==> config.mk <==
export PLATFORM = sky130hd
export DESIGN_NAME = hanoi_move_gen
export DESIGN_NICKNAME = d
export VERILOG_FILES = /design/src/rtl/hanoi_pkg.sv /design/src/rtl/hanoi_mod3.sv /design/src/rtl/hanoi_move_gen.sv
export SDC_FILE = /design/constraint.sdc
export NUM_CORES = 1
export LEC_CHECK = 0
export BUFFER_PORTS_ARGS = -buffer_cell sky130_fd_sc_hd__clkbuf_2
export CORE_AREA = 2 2 39 41
export DETAILED_ROUTE_END_ITERATION = 10
export DIE_AREA = 0 0 41 43
export GPL_TIMING_DRIVEN = 0
export PLACE_DENSITY = 0.83
export SYNTH_ARGS = -nofsm -noshare
export SYNTH_HDL_FRONTEND = slang
export SYNTH_SLANG_ARGS = --single-unit
==> constraint.sdc <==
create_clock -name clk -period 5.6 [get_ports clk]
set_input_delay 0 -clock clk [delete_from_list [all_inputs] [get_ports clk]]
set_output_delay 0 -clock clk [all_outputs]
set_load 0.005 [all_outputs]
==> src/rtl/hanoi_pkg.sv <==
// Shared types for the Tower of Hanoi move generator.
// Pole codes, generator FSM states and peg-to-pole mapping.
package hanoi_pkg;

  typedef logic [1:0] pole_t;

  localparam pole_t POLE_LEFT  = 2'b00;
  localparam pole_t POLE_MID   = 2'b01;
  localparam pole_t POLE_RIGHT = 2'b10;

  typedef enum logic [1:0] {
    IDLE,
    RUN,
    DONE
  } gen_state_t;

  // Swap pegs 1/2 for an even disk count so the tower ends on right.
  function automatic pole_t peg_to_pole(
    input logic [1:0] peg,
    input logic       s_odd
  );
    pole_t p;
    case (peg)
      2'd0:    p = POLE_LEFT;
      2'd1:    p = s_odd ? POLE_MID : POLE_RIGHT;
      2'd2:    p = s_odd ? POLE_RIGHT : POLE_MID;
      default: p = POLE_LEFT;
    endcase
    return p;
  endfunction

endpackage

==> src/rtl/hanoi_mod3.sv <==
// Combinational x mod 3 for an arbitrary width.
// Bit i contributes 1 (even i) or 2 (odd i) modulo 3.
module hanoi_mod3 #(
  parameter int W = 4
) (
  input  logic [W-1:0] x,
  output logic [1:0]   r
);

  function automatic logic [1:0] add_mod3(
    input logic [1:0] a,
    input logic [1:0] b
  );
    logic [2:0] s;
    s = {1'b0, a} + {1'b0, b};
    return (s >= 3'd3) ? 2'(s - 3'd3) : s[1:0];
  endfunction

  // Fold the weighted bits into a running residue.
  always_comb begin
    r = 2'd0;
    for (int i = 0; i < W; i++) begin
      if (x[i]) r = add_mod3(r, (i % 2 == 1) ? 2'd2 : 2'd1);
    end
  end

endmodule

==> src/rtl/hanoi_move_gen.sv <==
// Optimal Tower of Hanoi move generator with valid/ready output.
// Optional shadow pole checker: define HANOI_SHADOW_CHECK_EN.
module hanoi_move_gen
  import hanoi_pkg::*;
#(
  parameter int S = 3
) (
  input  logic         clk,
  input  logic         rst,
  input  logic         start,
  input  logic         move_ready,
  output logic         move_valid,
  output logic [1:0]   fr,
  output logic [1:0]   to,
  output logic [S-1:0] move_idx,
  output logic         busy,
  output logic         done,
  output logic         illegal
);

  localparam logic [S-1:0] LAST  = '1;
  localparam logic [S-1:0] ONE   = S'(1);
  localparam logic [S:0]   ONE_W = (S+1)'(1);
  localparam logic         S_ODD = (S % 2) == 1;

  gen_state_t     state, state_n;
  logic           valid_n, busy_n, done_n;
  logic [1:0]     fr_n, to_n;
  logic [S-1:0]   idx_n;
  logic [S-1:0]   nxt, and_t;
  logic [S:0]     or_t;
  logic [1:0]     src_peg, dst_peg;
  logic           xfer;

  assign xfer = move_valid & move_ready;

  // Index of the move to load next: 1 on start, else m+1.
  always_comb begin
    nxt   = (state == RUN) ? move_idx + ONE : ONE;
    and_t = nxt & (nxt - ONE);
    or_t  = {1'b0, nxt | (nxt - ONE)} + ONE_W;
  end

  hanoi_mod3 #(.W(S)) u_src (
    .x (and_t),
    .r (src_peg)
  );

  hanoi_mod3 #(.W(S+1)) u_dst (
    .x (or_t),
    .r (dst_peg)
  );

  // Next-state and next-output logic of the generator FSM.
  always_comb begin
    state_n = state;
    valid_n = move_valid;
    fr_n    = fr;
    to_n    = to;
    idx_n   = move_idx;
    done_n  = done;
    unique case (state)
      IDLE, DONE: begin
        if (start) begin
          state_n = RUN;
          valid_n = 1'b1;
          idx_n   = ONE;
          fr_n    = peg_to_pole(src_peg, S_ODD);
          to_n    = peg_to_pole(dst_peg, S_ODD);
          done_n  = 1'b0;
        end
      end
      RUN: begin
        if (xfer) begin
          if (move_idx == LAST) begin
            state_n = DONE;
            valid_n = 1'b0;
            done_n  = 1'b1;
          end else begin
            idx_n = nxt;
            fr_n  = peg_to_pole(src_peg, S_ODD);
            to_n  = peg_to_pole(dst_peg, S_ODD);
          end
        end
      end
      default: state_n = IDLE;
    endcase
    busy_n = (state_n == RUN);
  end

  // State and registered outputs.
  always_ff @(posedge clk) begin
    if (rst) begin
      state      <= IDLE;
      move_valid <= 1'b0;
      fr         <= POLE_LEFT;
      to         <= POLE_LEFT;
      move_idx   <= '0;
      busy       <= 1'b0;
      done       <= 1'b0;
    end else begin
      state      <= state_n;
      move_valid <= valid_n;
      fr         <= fr_n;
      to         <= to_n;
      move_idx   <= idx_n;
      busy       <= busy_n;
      done       <= done_n;
    end
  end

`ifdef HANOI_SHADOW_CHECK_EN
  // Shadow poles: MSB is the smallest disk.
  logic [S-1:0] sh_l, sh_m, sh_r;
  logic [S-1:0] l_n, m_n, r_n;
  logic [S-1:0] src_v, dst_v, mask;
  logic         bad, fin_bad;

  // Apply the pending move to the shadow poles and judge it.
  always_comb begin
    case (fr)
      POLE_LEFT: src_v = sh_l;
      POLE_MID:  src_v = sh_m;
      default:   src_v = sh_r;
    endcase
    case (to)
      POLE_LEFT: dst_v = sh_l;
      POLE_MID:  dst_v = sh_m;
      default:   dst_v = sh_r;
    endcase
    mask = '0;
    for (int i = 0; i < S; i++) begin
      if (src_v[i]) begin
        mask    = '0;
        mask[i] = 1'b1;
      end
    end
    l_n = sh_l;
    m_n = sh_m;
    r_n = sh_r;
    case (fr)
      POLE_LEFT: l_n = l_n & ~mask;
      POLE_MID:  m_n = m_n & ~mask;
      default:   r_n = r_n & ~mask;
    endcase
    case (to)
      POLE_LEFT: l_n = l_n | mask;
      POLE_MID:  m_n = m_n | mask;
      default:   r_n = r_n | mask;
    endcase
    bad     = (src_v == '0) || (src_v <= dst_v);
    fin_bad = (move_idx == LAST) && (r_n != '1);
  end

  // Shadow registers and sticky error flag.
  always_ff @(posedge clk) begin
    if (rst || (start && state != RUN)) begin
      sh_l    <= '1;
      sh_m    <= '0;
      sh_r    <= '0;
      illegal <= 1'b0;
    end else if (xfer) begin
      sh_l    <= l_n;
      sh_m    <= m_n;
      sh_r    <= r_n;
      illegal <= illegal | bad | fin_bad;
    end
  end

  // The generated sequence must never break the puzzle rules.
  always_ff @(posedge clk) begin
    if (!rst) assert (!illegal);
  end
`else
  assign illegal = 1'b0;
`endif

endmodule
==> results.toml, run 1 <==
[status]
outcome = "complete, no violations"

[clocking]
cts_setup_buffers = 0
cts_buffers = 3
cts_root_buf = "clkbuf_4"
h-tree-depth = 1
cts_tree = "built"
cts.sink_count = 12
clk_pin_slew_ns = 0.07
cts-hold-fix-buffers = 0
cts_buffer_depth = 2
clk_latency_ns = 0.28
post_cts_resized = 0

[critical_path]
worstPathArrival_ns = 2.11
cp.buffers_inverters = 0
end_kind = "flip-flop"
worst_ep_required_time_ns = 5.77
cp_max_fo = 8
crit_chain = "ha_1 -> ha_1 -> o21bai_1 -> ha_1 -> and4bb_2 -> a41oi_1 -> nand3_1"
cpMostUsedCell = "ha_1"
slowest_stage = "dfxtp_1"
cpPeakStageDelay_ns = 0.39
path_class = "reg2reg"
cp_top_family = "adder cells"
critPathLaunchType = "flip-flop"

[timing]
setup_tns_ns = 0
fmax_mhz = 516
whs_ns = 0.0703
rsz0062_at_grt = "no"
finalCritPeriodShare_pct = 34.6
drv_slew = 0
finalSetupViolations = 0
fin_worst_skew_ns = 0.00264
finalCriticalPeriod_ns = 1.94
fin_ws_ns = 3.66
hold_viol = 0

[flow_run]
max_cap_viol_count = 0

[synthesis]
synthArstFlopShare_pct = 0
yosysSeqAreaShare_pct = 36.9
postSynthCellCount = 67
synthFlopType = "dfxtp_1"
synth.top_cells.by_area = "dfxtp_1, ha_1, a31o_2"
yosysWarnings = 0
syn_area_per_cell_um2 = 9.71
synth_area_um2 = 651
synth_cell_type_count = 33
synth_edf_count = 0
synth_top_area_cell = "dfxtp_1"
synth_top_area_share_pct = 36.9
synth.net_count = 74
ys_ff_latch = 12

[routing]
drtIter0Drc = 12
wl_per_cell_um = 13.3
post_drt_via_cell_ratio = 5.93
dr.pass1.iters = 4
vias = 587
drt.antenna.violating_nets = 0
drt-total-wl_mm = 1.32
drc = 0

[pwr]
power_density_nw_per_um2 = 227
power.total_uw = 172
leakage_nw = 0.330
peakVddDrop_uv = 113

[place]
place_ws_ns = 3.68
dp.cells = 96
dp_hpwl_um = 969
place_congestion = 0.808
io_buffer_count = 13

[floorplanning]
start_util_pct = 47.0
die_w_um = 41
die_area_um2 = 1760
coreArea_um2 = 1380
num_rows = 14
ioPinCount = 15
die_y_um = 43

[finish]
syn_to_final_growth_pct = 16.5
layout_common_cells = "clkbuf_2, dfxtp_1, nor2_1, nand4_1"
final_common_cell = "clkbuf_2"
diodes = 0
n_fill_cell = 129
final_cells = 99
final_nets = 92
drive_above_1_share_pct = 36.1

[global_routing]
grt_first_pass_wirelength_mm = 2.19
overflow = 0
first_global_vias = 530
grt_util_all_layers_pct = 18.5
grt_max_degree = 11
antenna_found_initial = 0

[hold_path]
hold_class = "in2reg"
## through the flow
stage,area [µm²],utilization (%)
5_1_grt,758,54.8
3_5_place_dp,736,53.2
6_report,758,54.8
2_1_floorplan,651,-
3_3_place_gp,736,53.2
4_1_cts,758,54.8
## metal layers
metal  vias up  share of wire [%]  GRT usage, %  wire [µm]
met5         -                  0             0          0
met4         0                3.8          14.0         50
met3         5                2.7          3.14         35
met2        15                 49          26.9        648
met1       275                 44          23.1        583
li1        292                  -             -          -
## Yosys cell counts (2+ instances only)
cell       count
inv_1          2
a31o_2         3
a21oi_1        3
nor3_1         2
nand2_1        3
nor2_1         4
dfxtp_1       12
nand4_1        4
a221oi_1       2
ha_1           3
and4bb_2       2
buf_2          2
a41oi_1        2
buf_4          2
nand3_1        2
nand4bb_1      2
## report_power, final
part           leakage [nW]  internal [mW]  total [mW]  switching (mW)
registers            0.0981         0.0890      0.0933         0.00432
clock network        0.0138         0.0250      0.0543          0.0293
logic                 0.218         0.0120      0.0248          0.0127
total                 0.330          0.126       0.172          0.0463
## final timing paths
| kind | start | end | slack, ns | depth (start not counted) |
|---|---|---|---|---|
| worst max register to register | move_idx[0] | to[1] | 3.66 | 7 |
| worst min-delay path | start | state[1] | 0.07 | 4 |
| worst min register to register | done | done | 0.46 | 2 |
| worst max-delay path | move_idx[0] | to[1] | 3.66 | 7 |
## flip-flops by register name, summed over array words and instances, names as in the netlist
register and count:
move_idx 3, to 2, fr 2, state 2, done 1, busy 1, move_valid 1
## worst reg2reg max path, cell delays in order (launching register included)
cell      delay (ns)
dfxtp_1         0.39
ha_1            0.23
ha_1            0.32
o21bai_1        0.15
ha_1            0.26
and4bb_2        0.23
a41oi_1         0.16
nand3_1         0.09
## kinds of logic after synthesis
logic type / synth area share, %
xor gates and xnor gates: 1.35
DFF: 36.9
AOI/OAI and AO/OA: 20.0
adders and majority gates: 5.77
and+or+nand+nor: 28.7
other: 0.576
buffers and inverters: 6.73
## area by class of cell
| cell class | instances | area, µm² | area share (%) |
|---|---|---|---|
| flip-flops and latches | 12 | 240 | 31.7 |
| clock buffers | 3 | 22.5 | 2.97 |
| plain buffers | 5 | 36.3 | 4.79 |
| well taps | 16 | 20.0 | 2.64 |
| multi-input cells | 48 | 367 | 48.3 |
| repair buffers | 13 | 65.1 | 8.58 |
| inverters | 2 | 7.51 | 0.990 |
Note: power is estimated with default switching activity, not from simulation.
==> run 2, diff against run 1 <==
ABC_AREA = 1   (was default)
PLACE_DENSITY = 0.79   (was 0.83)
clock period = 1.9 ns   (was 5.6 ns; I/O delays follow)
==> run 2 against run 1 <==
  * Critical path depth grew 1
  * Total power grew to 3.4 times the previous value
  * Die area is the same
  * Highest routed layer unchanged
==> results.toml, run 2 <==
[timing]
hold_viol = 0
finalSetupViolations = 0
fin_worst_skew_ns = 0.00419
rsz0062_at_grt = "no"
drv_slew = 0
finalCritPeriodShare_pct = 87.6
fmax_mhz = 601
finalCriticalPeriod_ns = 1.66
setup_tns_ns = 0

[floorplanning]
num_rows = 14
coreArea_um2 = 1380
die_area_um2 = 1760
die_w_um = 41
die_y_um = 43
start_util_pct = 43.3
ioPinCount = 15

[synthesis]
synthSimpleGateAreaFrac_pct = 30.1
synth_top_family_by_area = "simple AND/OR/NAND/NOR gates"
postSynthCellCount = 83
yosysWarnings = 0
synth.top_cells.by_area = "dfxtp_1, nand2_1, a21oi_1"
synth_cell_type_count = 20
syn_area_per_cell_um2 = 7.22
synth_area_um2 = 599
synth_edf_count = 0
netlist_top_cells_count = "nand2_1, dfxtp_1, a21oi_1, inv_1, nor2_1"
synth_most_common_cell = "nand2_1"
ys_ff_latch = 12
synth.area.mux_share_pct = 0
synth_top_area_cell = "dfxtp_1"
yosysSeqAreaShare_pct = 40.1
synth_top_area_share_pct = 40.1
synth_xor_xnor_area_share_pct = 0
synthAdderAreaFrac_pct = 6.26
synthArstFlopShare_pct = 0
synth.net_count = 90
synth_compound_area_share_pct = 14.2
synthFlopType = "dfxtp_1"

[global_routing]
grt_first_pass_wirelength_mm = 1.84
grt_util_all_layers_pct = 15.6
grt_max_degree = 11
antenna_found_initial = 0
first_global_vias = 482
overflow = 0

[critical_path]
cp_top_family = "adder cells"
cpMostUsedCell = "ha_1"
cp.buffers_inverters = 1
cp_max_fo = 7
worstPathArrival_ns = 1.81
end_kind = "flip-flop"
crit_chain = "ha_1 -> ha_1 -> inv_1 -> nor2_1 -> a31oi_1 -> ha_1 -> nand2_1 -> a21oi_1"
slowest_stage = "dfxtp_1"
path_class = "reg2reg"
worst_ep_required_time_ns = 2.05
cpPeakStageDelay_ns = 0.37
critPathLaunchType = "flip-flop"

[clocking]
clk_pin_slew_ns = 0.08
cts_buffer_depth = 2
cts.sink_count = 12
cts_tree = "built"
clk_latency_ns = 0.28
cts_buffers = 3
cts_root_buf = "clkbuf_4"
h-tree-depth = 1
post_cts_resized = 0

[pwr]
power_density_nw_per_um2 = 811
leakage_nw = 0.364
peakVddDrop_uv = 408
power.total_uw = 593

[routing]
drc = 0
dr.pass1.iters = 3
wl_per_cell_um = 9.20
vias = 548
drt-total-wl_mm = 1.08
post_drt_via_cell_ratio = 4.68
drtIter0Drc = 13
drt.antenna.violating_nets = 0

[status]
outcome = "complete, no violations"

[finish]
final_nets = 109
syn_to_final_growth_pct = 21.9
final_common_cell = "nand2_1"
diodes = 0
regMostFlops = "move_idx"
drive_above_1_share_pct = 24.8
largest_reg_flops = 3
layout_common_cells = "nand2_1, clkbuf_2, dfxtp_1, inv_1, a21oi_1"

[place]
place_congestion = 0.707
io_buffer_count = 13
dp_hpwl_um = 786

[flow_run]
max_cap_viol_count = 0

[hold_path]
hold_class = "in2reg"
run 2: changes by cell type in the layout (fill, tap and decap cells not counted), moves of 3 or more:
cell     delta
nand2_1    +18
nor2_1      +4
a31o_2      -3
a21oi_1     +7
inv_1       +8
nand4_1     -3
run 2: worst paths after layout:
path                            cells past startpoint        start  slack (ns)    endpoint
worst min register to register                      2        to[0]        0.47       to[0]
worst min-delay path                                3        start        0.03  move_valid
worst max register to register                      8  move_idx[0]        0.24       to[1]
worst max-delay path                                8  move_idx[0]        0.24       to[1]
run 2: cell type report:
type	count	area, µm²
inverters	11	41.3
fillers	135	653
flip-flops and latches	12	240
repair buffers	14	75.1
multi-input cells	58	307
well taps	16	20.0
plain buffers	2	11.3
clock buffers	4	36.3
run 2: timing repair:
item | in CTS | in global routing
hold buffers | 1 | 0
hold endpoints to repair | 2 | 0
setup buffers | 0 | 0
run 2: cell families after synthesis:
logic type / count (synthesis)
AO/OA/AOI/OAI: 16
buffers and inverters: 13
flip-flops: 12
other: 1
adder cells (fa/ha/maj): 3
AND/OR/NAND/NOR: 38
run 2: routing by layer:
| metal | global-route usage [%] | up-vias | wire (µm) |
|---|---|---|---|
| met2 | 22.8 | 14 | 514 |
| met3 | 9.42 | 2 | 73 |
| met5 | 0 | - | 0 |
| met4 | 4.00 | 0 | 9 |
| met1 | 19.0 | 232 | 479 |
| li1 | - | 300 | - |
run 2: tightest hold or removal path, stage by stage:
cell and delay [ns]:
clkbuf_2 0.09, nand2_1 0.10, a21oi_1 0.07
run 2: where the power goes:
part           internal [mW]  switching (mW)  total [mW]
registers              0.268          0.0130       0.281
logic                 0.0440          0.0625       0.106
clock network          0.117          0.0882       0.205
run 2: through the flow:
stage	std cells	setup WS, ns	instance area, µm²	util (%)	hold WS [ns]
3_3_place_gp	112	0.289	684	49.5	0.266
4_1_cts	117	0.222	731	52.8	0.0245
2_1_floorplan	83	0.350	599	-	0.161
5_1_grt	117	0.120	731	52.8	0.0222
3_5_place_dp	112	0.265	684	49.5	0.273
6_report	117	0.236	731	52.8	0.0277
